$ cat config.mk
export PLATFORM = sky130hd
export DESIGN_NAME = agh_socfpga_io_ctrl
export DESIGN_NICKNAME = d
export VERILOG_FILES = /design/src/rtl/agh_socfpga_io_ctrl.sv
export SDC_FILE = /design/constraint.sdc
export NUM_CORES = 1
export LEC_CHECK = 0
export BUFFER_PORTS_ARGS = -buffer_cell sky130_fd_sc_hd__buf_2
export CAP_MARGIN = 0
export CORE_MARGIN = 8
export CORE_UTILIZATION = 45
export DETAILED_ROUTE_END_ITERATION = 10
export GPL_TIMING_DRIVEN = 0
export MAX_ROUTING_LAYER = met4
export PLACE_DENSITY = 0.69
export SLEW_MARGIN = 20
export SYNTH_ARGS = -nofsm -noshare
export SYNTH_HDL_FRONTEND = slang
export SYNTH_SLANG_ARGS = --single-unit
$ cat constraint.sdc
create_clock -name clk -period 1.7 [get_ports clk]
set_input_delay 0.255 -clock clk [delete_from_list [all_inputs] [get_ports clk]]
set_output_delay 0.255 -clock clk [all_outputs]
set_load 0.05 [all_outputs]
$ cat src/rtl/agh_socfpga_io_ctrl.sv
// agh_socfpga_io_ctrl
// Avalon-MM I/O controller behind the HPS lightweight bridge. Drives a bank
// of LEDs and samples a bank of board inputs (KEY/SW) through a 2-FF
// synchroniser and a per-bit debounce counter. Stable rising/falling edges
// are captured into a W1C status register that raises a level interrupt.
//
// Optional feature macro: AGH_IO_LED_PWM_EN
//   defined   -> 8-bit free-running PWM dims the LEDs via PWM_DUTY (addr 6)
//   undefined -> led follows LED_OUT directly; addr 6 reads 0, ignores writes
module agh_socfpga_io_ctrl #(
  parameter int N_LEDS          = 8,
  parameter int N_INPUTS        = 6,
  parameter int DEBOUNCE_CYCLES = 50000
) (
  input  logic                clk,
  input  logic                rst_n,
  input  logic [2:0]          avs_address,
  input  logic                avs_read,
  input  logic                avs_write,
  input  logic [31:0]         avs_writedata,
  output logic [31:0]         avs_readdata,
  output logic                irq,
  input  logic [N_INPUTS-1:0] in_raw,
  output logic [N_LEDS-1:0]   led
);

  localparam int            CW       = $clog2(DEBOUNCE_CYCLES);
  localparam logic [CW-1:0] CNT_MAX  = CW'(DEBOUNCE_CYCLES - 1);
  localparam logic [31:0]   ID_VALUE = 32'h4147_0100 | (32'(N_INPUTS) << 4'd8) | 32'(N_LEDS);

  localparam logic [2:0] ADDR_LED_OUT  = 3'd0;
  localparam logic [2:0] ADDR_IN_STATE = 3'd1;
  localparam logic [2:0] ADDR_EDGE_CAP = 3'd2;
  localparam logic [2:0] ADDR_IRQ_MASK = 3'd3;
  localparam logic [2:0] ADDR_RISE_EN  = 3'd4;
  localparam logic [2:0] ADDR_FALL_EN  = 3'd5;
  localparam logic [2:0] ADDR_PWM_DUTY = 3'd6;
  localparam logic [2:0] ADDR_ID       = 3'd7;

  // Register file
  logic [N_LEDS-1:0]   led_out_r;
  logic [N_INPUTS-1:0] edge_cap_r;
  logic [N_INPUTS-1:0] irq_mask_r;
  logic [N_INPUTS-1:0] rise_en_r;
  logic [N_INPUTS-1:0] fall_en_r;

  // Input path
  logic [N_INPUTS-1:0] sync1_r;
  logic [N_INPUTS-1:0] sync2_r;
  logic [N_INPUTS-1:0] stable_r;
  logic [CW-1:0]       cnt_r [N_INPUTS];

  // Outputs
  logic [31:0]         readdata_r;
  logic                irq_r;
  logic [N_LEDS-1:0]   led_r;

  // Combinational helpers
  logic                we_led_s;
  logic                we_cap_s;
  logic                we_mask_s;
  logic                we_rise_s;
  logic                we_fall_s;
  logic                we_pwm_s;
  logic [N_INPUTS-1:0] accept_s;
  logic [N_INPUTS-1:0] rise_s;
  logic [N_INPUTS-1:0] fall_s;
  logic [N_INPUTS-1:0] w1c_s;
  logic [31:0]         rdata_s;
  logic                unused_wdata_s;

`ifdef AGH_IO_LED_PWM_EN
  logic [7:0] pwm_duty_r;
  logic [7:0] pwm_cnt_r;
  logic       pwm_on_s;
`endif

  assign avs_readdata   = readdata_r;
  assign irq            = irq_r;
  assign led            = led_r;
  // Bits of writedata above the implemented register widths are don't-care.
  assign unused_wdata_s = ^avs_writedata;

  // Write-enable decode: one strobe per writable register.
  always_comb begin
    we_led_s  = 1'b0;
    we_cap_s  = 1'b0;
    we_mask_s = 1'b0;
    we_rise_s = 1'b0;
    we_fall_s = 1'b0;
    we_pwm_s  = 1'b0;
    case (avs_address)
      ADDR_LED_OUT:  we_led_s  = avs_write;
      ADDR_EDGE_CAP: we_cap_s  = avs_write;
      ADDR_IRQ_MASK: we_mask_s = avs_write;
      ADDR_RISE_EN:  we_rise_s = avs_write;
      ADDR_FALL_EN:  we_fall_s = avs_write;
      ADDR_PWM_DUTY: we_pwm_s  = avs_write;
      default:       we_led_s  = 1'b0;
    endcase
  end

  // Debounce acceptance and qualified edge events, valid in the cycle the stable level flips.
  always_comb begin
    accept_s = '0;
    for (int i = 0; i < N_INPUTS; i++) begin
      accept_s[i] = (sync2_r[i] != stable_r[i]) && (cnt_r[i] == CNT_MAX);
    end
    rise_s = accept_s &  sync2_r & rise_en_r;
    fall_s = accept_s & ~sync2_r & fall_en_r;
    w1c_s  = we_cap_s ? avs_writedata[N_INPUTS-1:0] : '0;
  end

  // Read mux; unimplemented bits return 0.
  always_comb begin
    rdata_s = 32'h0;
    case (avs_address)
      ADDR_LED_OUT:  rdata_s[N_LEDS-1:0]   = led_out_r;
      ADDR_IN_STATE: rdata_s[N_INPUTS-1:0] = stable_r;
      ADDR_EDGE_CAP: rdata_s[N_INPUTS-1:0] = edge_cap_r;
      ADDR_IRQ_MASK: rdata_s[N_INPUTS-1:0] = irq_mask_r;
      ADDR_RISE_EN:  rdata_s[N_INPUTS-1:0] = rise_en_r;
      ADDR_FALL_EN:  rdata_s[N_INPUTS-1:0] = fall_en_r;
`ifdef AGH_IO_LED_PWM_EN
      ADDR_PWM_DUTY: rdata_s[7:0]          = pwm_duty_r;
`else
      ADDR_PWM_DUTY: rdata_s               = 32'h0;
`endif
      ADDR_ID:       rdata_s               = ID_VALUE;
      default:       rdata_s               = 32'h0;
    endcase
  end

  // Synchronise inputs and debounce: a new level must persist DEBOUNCE_CYCLES cycles.
  always_ff @(posedge clk or negedge rst_n) begin
    if (!rst_n) begin
      sync1_r  <= '0;
      sync2_r  <= '0;
      stable_r <= '0;
      for (int i = 0; i < N_INPUTS; i++) begin
        cnt_r[i] <= '0;
      end
    end else begin
      sync1_r <= in_raw;
      sync2_r <= sync1_r;
      for (int i = 0; i < N_INPUTS; i++) begin
        if (sync2_r[i] == stable_r[i]) begin
          cnt_r[i] <= '0;
        end else if (accept_s[i]) begin
          cnt_r[i]    <= '0;
          stable_r[i] <= sync2_r[i];
        end else begin
          cnt_r[i] <= cnt_r[i] + CW'(1);
        end
      end
    end
  end

  // Software-visible registers; a new edge beats a same-cycle W1C on that bit.
  always_ff @(posedge clk or negedge rst_n) begin
    if (!rst_n) begin
      led_out_r  <= '0;
      edge_cap_r <= '0;
      irq_mask_r <= '0;
      rise_en_r  <= '0;
      fall_en_r  <= '0;
    end else begin
      if (we_led_s) begin
        led_out_r <= avs_writedata[N_LEDS-1:0];
      end
      if (we_mask_s) begin
        irq_mask_r <= avs_writedata[N_INPUTS-1:0];
      end
      if (we_rise_s) begin
        rise_en_r <= avs_writedata[N_INPUTS-1:0];
      end
      if (we_fall_s) begin
        fall_en_r <= avs_writedata[N_INPUTS-1:0];
      end
      edge_cap_r <= (edge_cap_r & ~w1c_s) | rise_s | fall_s;
    end
  end

  // Read data register: latency 1, held between reads, pre-write value on collision.
  always_ff @(posedge clk or negedge rst_n) begin
    if (!rst_n) begin
      readdata_r <= 32'h0;
    end else if (avs_read) begin
      readdata_r <= rdata_s;
    end
  end

  // Level interrupt from masked captured edges.
  always_ff @(posedge clk or negedge rst_n) begin
    if (!rst_n) begin
      irq_r <= 1'b0;
    end else begin
      irq_r <= |(edge_cap_r & irq_mask_r);
    end
  end

`ifdef AGH_IO_LED_PWM_EN
  assign pwm_on_s = (pwm_duty_r == 8'hFF) || (pwm_cnt_r < pwm_duty_r);

  // PWM duty register and free-running brightness counter.
  always_ff @(posedge clk or negedge rst_n) begin
    if (!rst_n) begin
      pwm_duty_r <= 8'hFF;
      pwm_cnt_r  <= 8'h00;
    end else begin
      pwm_cnt_r <= pwm_cnt_r + 8'd1;
      if (we_pwm_s) begin
        pwm_duty_r <= avs_writedata[7:0];
      end
    end
  end

  // Registered LED drive gated by the PWM window.
  always_ff @(posedge clk or negedge rst_n) begin
    if (!rst_n) begin
      led_r <= '0;
    end else begin
      led_r <= led_out_r & {N_LEDS{pwm_on_s}};
    end
  end
`else
  // Registered LED drive straight from LED_OUT (PWM strobe has no target here).
  always_ff @(posedge clk or negedge rst_n) begin
    if (!rst_n) begin
      led_r <= '0;
    end else begin
      led_r <= led_out_r | ({N_LEDS{we_pwm_s}} & '0);
    end
  end
`endif

endmodule

# Yosys cells after proc, flatten, opt, wreduce, memory -nomap -nowiden

Cells that the tools add are included.
Widths: inputs -> output; s select.

Bits in registers: 187
Input bits: 45
Logic and storage cells: 104

Add/sub/neg operators: 6
Equality and inequality tests: 25
Mux-type cells: 21
Bitwise logic cells: 16
Reduce and logical (&&, ||, !) cells: 14

Operators by type and width:

| cell                  | count |
|---|---|
| $mux 16               | 12 |
| $add 16x1->16 const B | 6 |
| $eq 16x16->1 const B  | 6 |
| $pmux 6 s8            | 1 |
| $and 6x6->6           | 6 |
| $mux 23               | 1 |
| $eq 3x3->1 const B    | 4 |
| $not 6->6             | 2 |
| $or 6x6->6            | 2 |
| $reduce_and 2->1      | 6 |
| $eq 1x1->1            | 6 |
| $eq 3x2->1 const B    | 2 |
| $logic_and 1x1->1     | 6 |
| $mux 6                | 1 |
| $ne 1x1->1            | 6 |
| $not 1->1             | 6 |
| $reduce_or 6->1       | 1 |
| $mux 1                | 5 |
| $eq 3x1->1 const B    | 1 |
| $logic_not 3->1       | 1 |
| $mux 2                | 1 |

# Logic depth before layout (Yosys ltp)

Gate-level depths: netlist of run 1.

Depth after elaboration: 7
Mapped depth: 6

# Worst setup path before layout of run 1

OpenSTA, ideal clock, no wires.

Kind: register to register
From: reg cnt_r[75] in the netlist's numbering
To: reg cnt_r[74] in the netlist's numbering
Data arrival time: 1.650 ns
Required time: 1.581 ns
Path slack: -0.069 ns
Stages on the path, launching flop included: 6
Path buffers: 1
Cell sequence: dfrtp_1 > or3_1 > or4_1 > nand2_2 > buf_4 > nor2_1

Longest elaborated chain between the ends: 4

RTL lines:

| element                           | RTL line | source |
|---|---|---|
| from (decl)                       | 51       | `logic [CW-1:0] cnt_r [N_INPUTS];` |
| from (signal, indexed assignment) | 153      | `cnt_r[i] <= cnt_r[i] + CW'(1);` |
| $eq 16x16->1                      | 107      | `accept_s[i] = (sync2_r[i] != stable_r[i]) && (cnt_r[i] == CNT_MAX);` |
| $logic_and 1x1->1                 | 107      |  |
| $mux 16                           | 149      | `end else if (accept_s[i]) begin` |
| $mux 16                           | 147      | `if (sync2_r[i] == stable_r[i]) begin` |

Every way passes these cells.
A chain may end at the register's enable or synchronous reset.

# Worst setup path after layout of run 1

From: reg cnt_r[64] in the netlist's numbering
To: reg stable_r[1]

Longest elaborated chain between the ends: 3

RTL lines:

| element                         | RTL line | source |
|---|---|---|
| $eq 16x16->1                    | 107      |  |
| $logic_and 1x1->1               | 107      |  |
| $reduce_and 2->1 (no line)      | --       |  |
| to (signal, indexed assignment) | 151      | `stable_r[i] <= sync2_r[i];` |
| to (decl)                       | 50       | `logic [N_INPUTS-1:0] stable_r;` |

Every way passes these cells.

==> reports/metrics.cfg, run 1 <==
[timing]
timing.fmax_mhz = 573
fin_crit_ns = 1.75
worst_slew_pin_slew_ns = 0.863
timing.slew.headroom_pct = 41.6
finalHoldViolations = 0
drv_slew = 0
min_period_over_period_pct = 103
setup-violations-final = 17
rsz0062_at_grt = yes
fin_worst_skew_ns = 0.00748
fin_ws_ns = -0.0466

[synth]
synthCells = 733
synth_warnings = 0
seq_area_frac_synth_pct = 54.0
synth_adder_area_share_pct = 0.987
ys_top_cells_by_count = dfrtp_1, nor2_1, xnor2_1
synthMuxAreaShare_pct = 4.95
synth_most_common_cell = dfrtp_1
synth-compound-area-share_pct = 5.33
synth.distinct_cells = 50
synth_top_area_share_pct = 54.0
synth.area.top_cells = dfrtp_1, xnor2_1, nor2_1
synth_top_family_by_area = simple AND/OR/NAND/NOR gates
synth-simple-area-share_pct = 20.8
synth_async_sr_flop_share_pct = 100
ys_ff_latch = 164
synth_top_cell_by_area = dfrtp_1
synth_flop_cell = dfrtp_1
synth_edf_count = 0
synth.cell_area_mm2 = 0.00760
synth_xor_area_share_pct = 9.10
syn_area_per_cell_um2 = 10.4

[floorplanning]
die_area_mm2 = 0.0213
ios = 86
initial_core_util_pct = 46.0
die_w_um = 146
core_mm2 = 0.0165
die_height_um = 146
num_rows = 47

[routing]
vias = 5659
firstDrtPassIters = 6
wirelength_um = 16700
ant_nets = 0
vias_per_cell = 5.13
drt-initial-drc-count = 290
wl_per_cell_um = 15.1
drc = 0

[setup_path]
critPathArrivalTime_ns = 2.06
start_kind = register
rr_endpoint = stable_r[1]$_DFFE_PN0P_
end_kind = register
r2r_slack_ns = -0.05
regToRegStartpoint = cnt_r[64]$_DFF_PN0_
worstPathRequired_ns = 2.02
crit_type = register to register
crit_path_max_fanout = 4
reg2reg_depth = 4

[grt]
grtUsageTotal_pct = 15.9
grt_pass1_vias = 5438
grt_start_max_net_pins = 93
grt_pass1_wl_um = 27000
antenna_found_initial = 2
grt-ovfl-total = 0

[worst_hold_path]
worstHoldEndpoint = led_out_r[6]$_DFFE_PN0P_
min_from = avs_writedata[6]
hp-class = input port to register
hold_depth = 3

[final_layout]
fin_area_mm2 = 0.00946
drive_gt1_share_pct = 25.4
nets = 919
final_util_pct = 57.3
area_growth_pct = 24.5

[outcome]
status = finished, violations left
violations = setup timing

[placement]
hpwl_um = 10700
gp_congestion = 0.777
port_buffers = 45
dpl_cell_area_mm2 = 0.00822

[clock_network]
clkLatencyLatePin_ns = 0.43
cts_buffer_depth = 2
clock_sinks = 164
cts_max_level = 4
cts_tree = yes
cts_root_buf = clkbuf_16
path_clk_slew_ns = 0.06
cts_made_buffers = 17

[power]
p_leak_nw = 4.04
pwr_density_cell_mw_per_mm2 = 1000
ir_worst_vdd_uv = 780

[flow_run]
maxCapViolCount = 0

-- per-layer routing --
layer  routed length [um]  track usage (%)
met1                 7360             19.0
met3                  538             3.58
met4                  240             6.49
met5                    0                -
met2                 8560             25.7
-- per-stage QoR --
step	TNS [ns]	hold WS, ns	total power [W]	setup slack [ns]	instances
finish	-0.438	0.0365	0.00949	-0.0466	1103
detailed placement	-23.16	0.266	0.00561	-0.438	1013
global route	-1.52	0.0564	0.00986	-0.0966	1103
floorplan	0	-0.0406	0.00522	0.00750	747
global placement	-373.77	0.335	0.00558	-2.14	1012
CTS	-0.00593	0.0359	0.00951	-0.00500	1072
-- cell type report --
cell class,instances,area (um^2)
fill,1371,7060
sequential,164,4110
multi-input combinational,511,3350
timing repair buffer,102,722
clock buffer,19,453
tap,220,275
buffer,37,273
clock inverter,13,148
inverter,35,131
antenna,2,5.00
-- worst max path at each step --
| stage | startpoint | depth (start not counted) | to | slack (ns) |
|---|---|---|---|---|
| floorplan | cnt_r[75]$_DFF_PN0_ | 3 | stable_r[1]$_DFFE_PN0P_ | 0.007 |
| global placement | rst_n | 1 | cnt_r[77]$_DFF_PN0_ | -2.14 |
| detailed placement | avs_address[2] | 4 | rise_en_r[4]$_DFFE_PN0P_ | -0.44 |
| CTS | cnt_r[74]$_DFF_PN0_ | 3 | stable_r[1]$_DFFE_PN0P_ | -0.005 |
| global route | cnt_r[64]$_DFF_PN0_ | 6 | cnt_r[74]$_DFF_PN0_ | -0.1 |
| finish | cnt_r[64]$_DFF_PN0_ | 4 | stable_r[1]$_DFFE_PN0P_ | -0.05 |
-- where the power goes --
part | switching, W | internal [W] | total (W) | leakage, nW
clock network | 0.00161 | 0.00226 | 0.00387 | 0.295
logic | 0.000782 | 0.000420 | 0.00120 | 1.59
registers | 0.000226 | 0.00419 | 0.00442 | 2.16
-- layout by cell type (no fill, tap or decap), types with 8 or more instances in the layout --
| cell | Yosys | layout |
|---|---|---|
| nor2_1 | 109 | 106 |
| inv_1 | 35 | 35 |
| nand4_1 | 23 | 23 |
| nand3_1 | 31 | 27 |
| clkbuf_16 | 0 | 18 |
| nor4_1 | 22 | 21 |
| xor2_1 | 15 | 15 |
| a21oi_1 | 15 | 14 |
| dfrtp_1 | 164 | 163 |
| o21ai_0 | 20 | 20 |
| o22ai_1 | 8 | 8 |
| xnor2_1 | 64 | 64 |
| and3_1 | 9 | 8 |
| nor2b_1 | 8 | 8 |
| nor3_1 | 24 | 23 |
| buf_2 | 1 | 45 |
| mux2_2 | 28 | 28 |
| nand2_1 | 43 | 41 |
| conb_1 | 1 | 15 |
| buf_4 | 24 | 70 |
-- state kept, by name, indices dropped and copies added, names as in the netlist --
name and cells:
avs_readdata 9, cnt_r 96, edge_cap_r 6, fall_en_r 6, irq 1, irq_mask_r 6
led 8, led_out_r 8, rise_en_r 6, stable_r 6, sync1_r 6, sync2_r 6
-- critical path, cell delays in order (launching register included) --
cell and delay [ns]:
dfrtp_1 0.42, ha_2 0.24, nand4_1 0.15, or4_4 0.51, mux2_4 0.32
-- timing repair --
action / 4_1_cts / 5_1_grt
pin swaps: 4 / 10
setup buffers: 20 / 28
cloned: 0 / 1
setup endpoints to repair: 71 / 72
gates resized for setup: 21 / 29
hold endpoints to repair: 78 / 0
hold buffers: 7 / 0
-- kinds of logic after synthesis --
kind of cell / count (synthesis)
simple gates: 309
flops: 164
xor+xnor: 79
buf+inv: 72
compound gates: 68
mux: 34
fa+ha+maj: 6
other cells: 1
Note: power is estimated with default switching activity, not from simulation.
==> run 2, diff against run 1 <==
Settings changed: PLACE_DENSITY 0.69 to 0.64.
==> run 2 against run 1 <==
  * The run now ends clean
  * Clock-buffer cell count stayed put
  * Worst setup slack improved by 0.063 ns
  * Final cell count decreased by 1.5%
  * Via count decreased by 0.44%
  * Highest routed layer unchanged
==> reports/metrics.cfg, run 2 (same netlist as run 1, synthesis figures left out) <==
[setup_path]
crit_path_frequent_cell = buf_4
cp_top_family = simple AND/OR/NAND/NOR gates
worst_path_max_delay_cell = dfrtp_1
crit_path_max_fanout = 3
crit_type = register to register
crit_buf_inv = 2
regToRegStartpoint = cnt_r[21]$_DFF_PN0_
max_stage_delay_ns = 0.42
worstPathRequired_ns = 2.01
critPathArrivalTime_ns = 2.00
start_kind = register
crit_chain = buf_4 -> nor4bb_2 -> nand4_1 -> buf_4 -> mux2_2
end_kind = register
crit_start = cnt_r[21]$_DFF_PN0_

[final_layout]
final_util_pct = 56.0
final_common_cell = dfrtp_1
nets = 903
fillers = 1426
final_cell_mix = dfrtp_1, nor2_1, xnor2_1
drive_gt1_share_pct = 23.7
largest_reg_flops = 96
area_growth_pct = 21.8
largest_register = cnt_r

[timing]
rsz0062_at_grt = yes
timing.fmax_mhz = 594
drv_slew = 0
worst_slew_pin_slew_ns = 0.741
fin_hold_ws_ns = 0.0343
fin_worst_skew_ns = 0.00989
min_period_over_period_pct = 99.0
finalHoldViolations = 0
timing.slew.headroom_pct = 50.4
fin_crit_ns = 1.68
setup-violations-final = 0
setup_tns_ns = 0

[routing]
drt-initial-drc-count = 240
firstDrtPassIters = 4
drc = 0
vias_per_cell = 5.19
wl_per_cell_um = 15.2
vias = 5634
wirelength_um = 16500
ant_nets = 0

[placement]
port_buffers = 45
gp_congestion = 0.859
hpwl_um = 11200

[worst_hold_path]
min_from = avs_writedata[7]
hp-class = input port to register

[outcome]
status = complete, no violations

[floorplanning]
die_area_mm2 = 0.0213
die_w_um = 146
core_mm2 = 0.0165
die_height_um = 146
ios = 86
num_rows = 47
initial_core_util_pct = 46.0

[power]
power_w = 0.00914
ir_worst_vdd_uv = 742
pwr_density_cell_mw_per_mm2 = 987
p_leak_nw = 3.94

[clock_network]
cts_root_buf = clkbuf_16
clkLatencyLatePin_ns = 0.43
cts_made_buffers = 17
cts_tree = yes
cts_max_level = 4
cts_buffer_depth = 2
path_clk_slew_ns = 0.07
clock_sinks = 164

[grt]
antenna_found_initial = 1
grt-ovfl-total = 0
grt_pass1_wl_um = 28300
grtUsageTotal_pct = 16.5
grt_start_max_net_pins = 91
grt_pass1_vias = 5811

[flow_run]
maxCapViolCount = 0

==> run 2: cell count changes in the layout (fill, tap and decap cells not counted), sizes merged <==
cell,previous run,this run
clkbuf,30,29
bufinv,2,0
clkinvlp,1,3
buf,121,106
diode,2,1
==> run 2: layer usage <==
layer	global-route usage (%)	share of wire (%)	wire length [um]
met5	-	0	0
met4	4.59	1.1	178
met3	4.63	4.2	689
met2	26.4	50	8270
met1	20.1	45	7360
==> run 2: worst paths after layout <==
check,endpoint,slack (ns),depth (start not counted)
max,stable_r[4]$_DFFE_PN0P_,0.02,5
min,led_out_r[7]$_DFFE_PN0P_,0.03,3
max reg2reg,stable_r[4]$_DFFE_PN0P_,0.02,5
min reg2reg,sync2_r[3]$_DFF_PN0_,0.35,0
max in group asynchronous,cnt_r[92]$_DFF_PN0_,0.47,3
min in group asynchronous,cnt_r[9]$_DFF_PN0_,0.40,2
==> run 2: per-stage QoR <==
stage                     cell area [um^2]  setup slack (ns)  std cells
final                                 9260            0.0164       1086
after floorplan                       7660           0.00750        747
after global routing                  9260           -0.0572       1086
after detailed placement              8220            -0.483       1013
after global placement                8170             -2.08       1012
after CTS                             9000           -0.0338       1065
==> run 2: final cells by class <==
type,count,area (um^2),share of cell area [%]
diodes,1,2.50,0.0270
plain buffers,36,255,2.76
clock buffers,19,453,4.89
clock inverters,13,98.8,1.07
inverters,35,131,1.42
multi-input cells,511,3350,36.1
flip-flops and latches,164,4110,44.4
well taps,220,275,2.97
repair buffers,87,588,6.35
==> run 2: report_power, final <==
part           total, W  switching (W)  internal [W]  leakage (nW)
Sequential      0.00441       0.000218       0.00419          2.15
Clock           0.00356        0.00160       0.00196         0.267
Combinational   0.00117       0.000775      0.000398          1.52
==> run 2: repair_timing <==
action	in CTS	in global routing
setup buffers	14	20
resized for setup	20	24
pin swaps	5	8
hold buffers	7	0
endpoints found under the setup margin	71	72
hold endpoints to repair	80	0
==> run 2: worst min-delay path: cells and delay by family <==
kind	cells	cell delay, ns
simple gates	1	0.03
buf+inv	1	0.07
compound gates	1	0.06
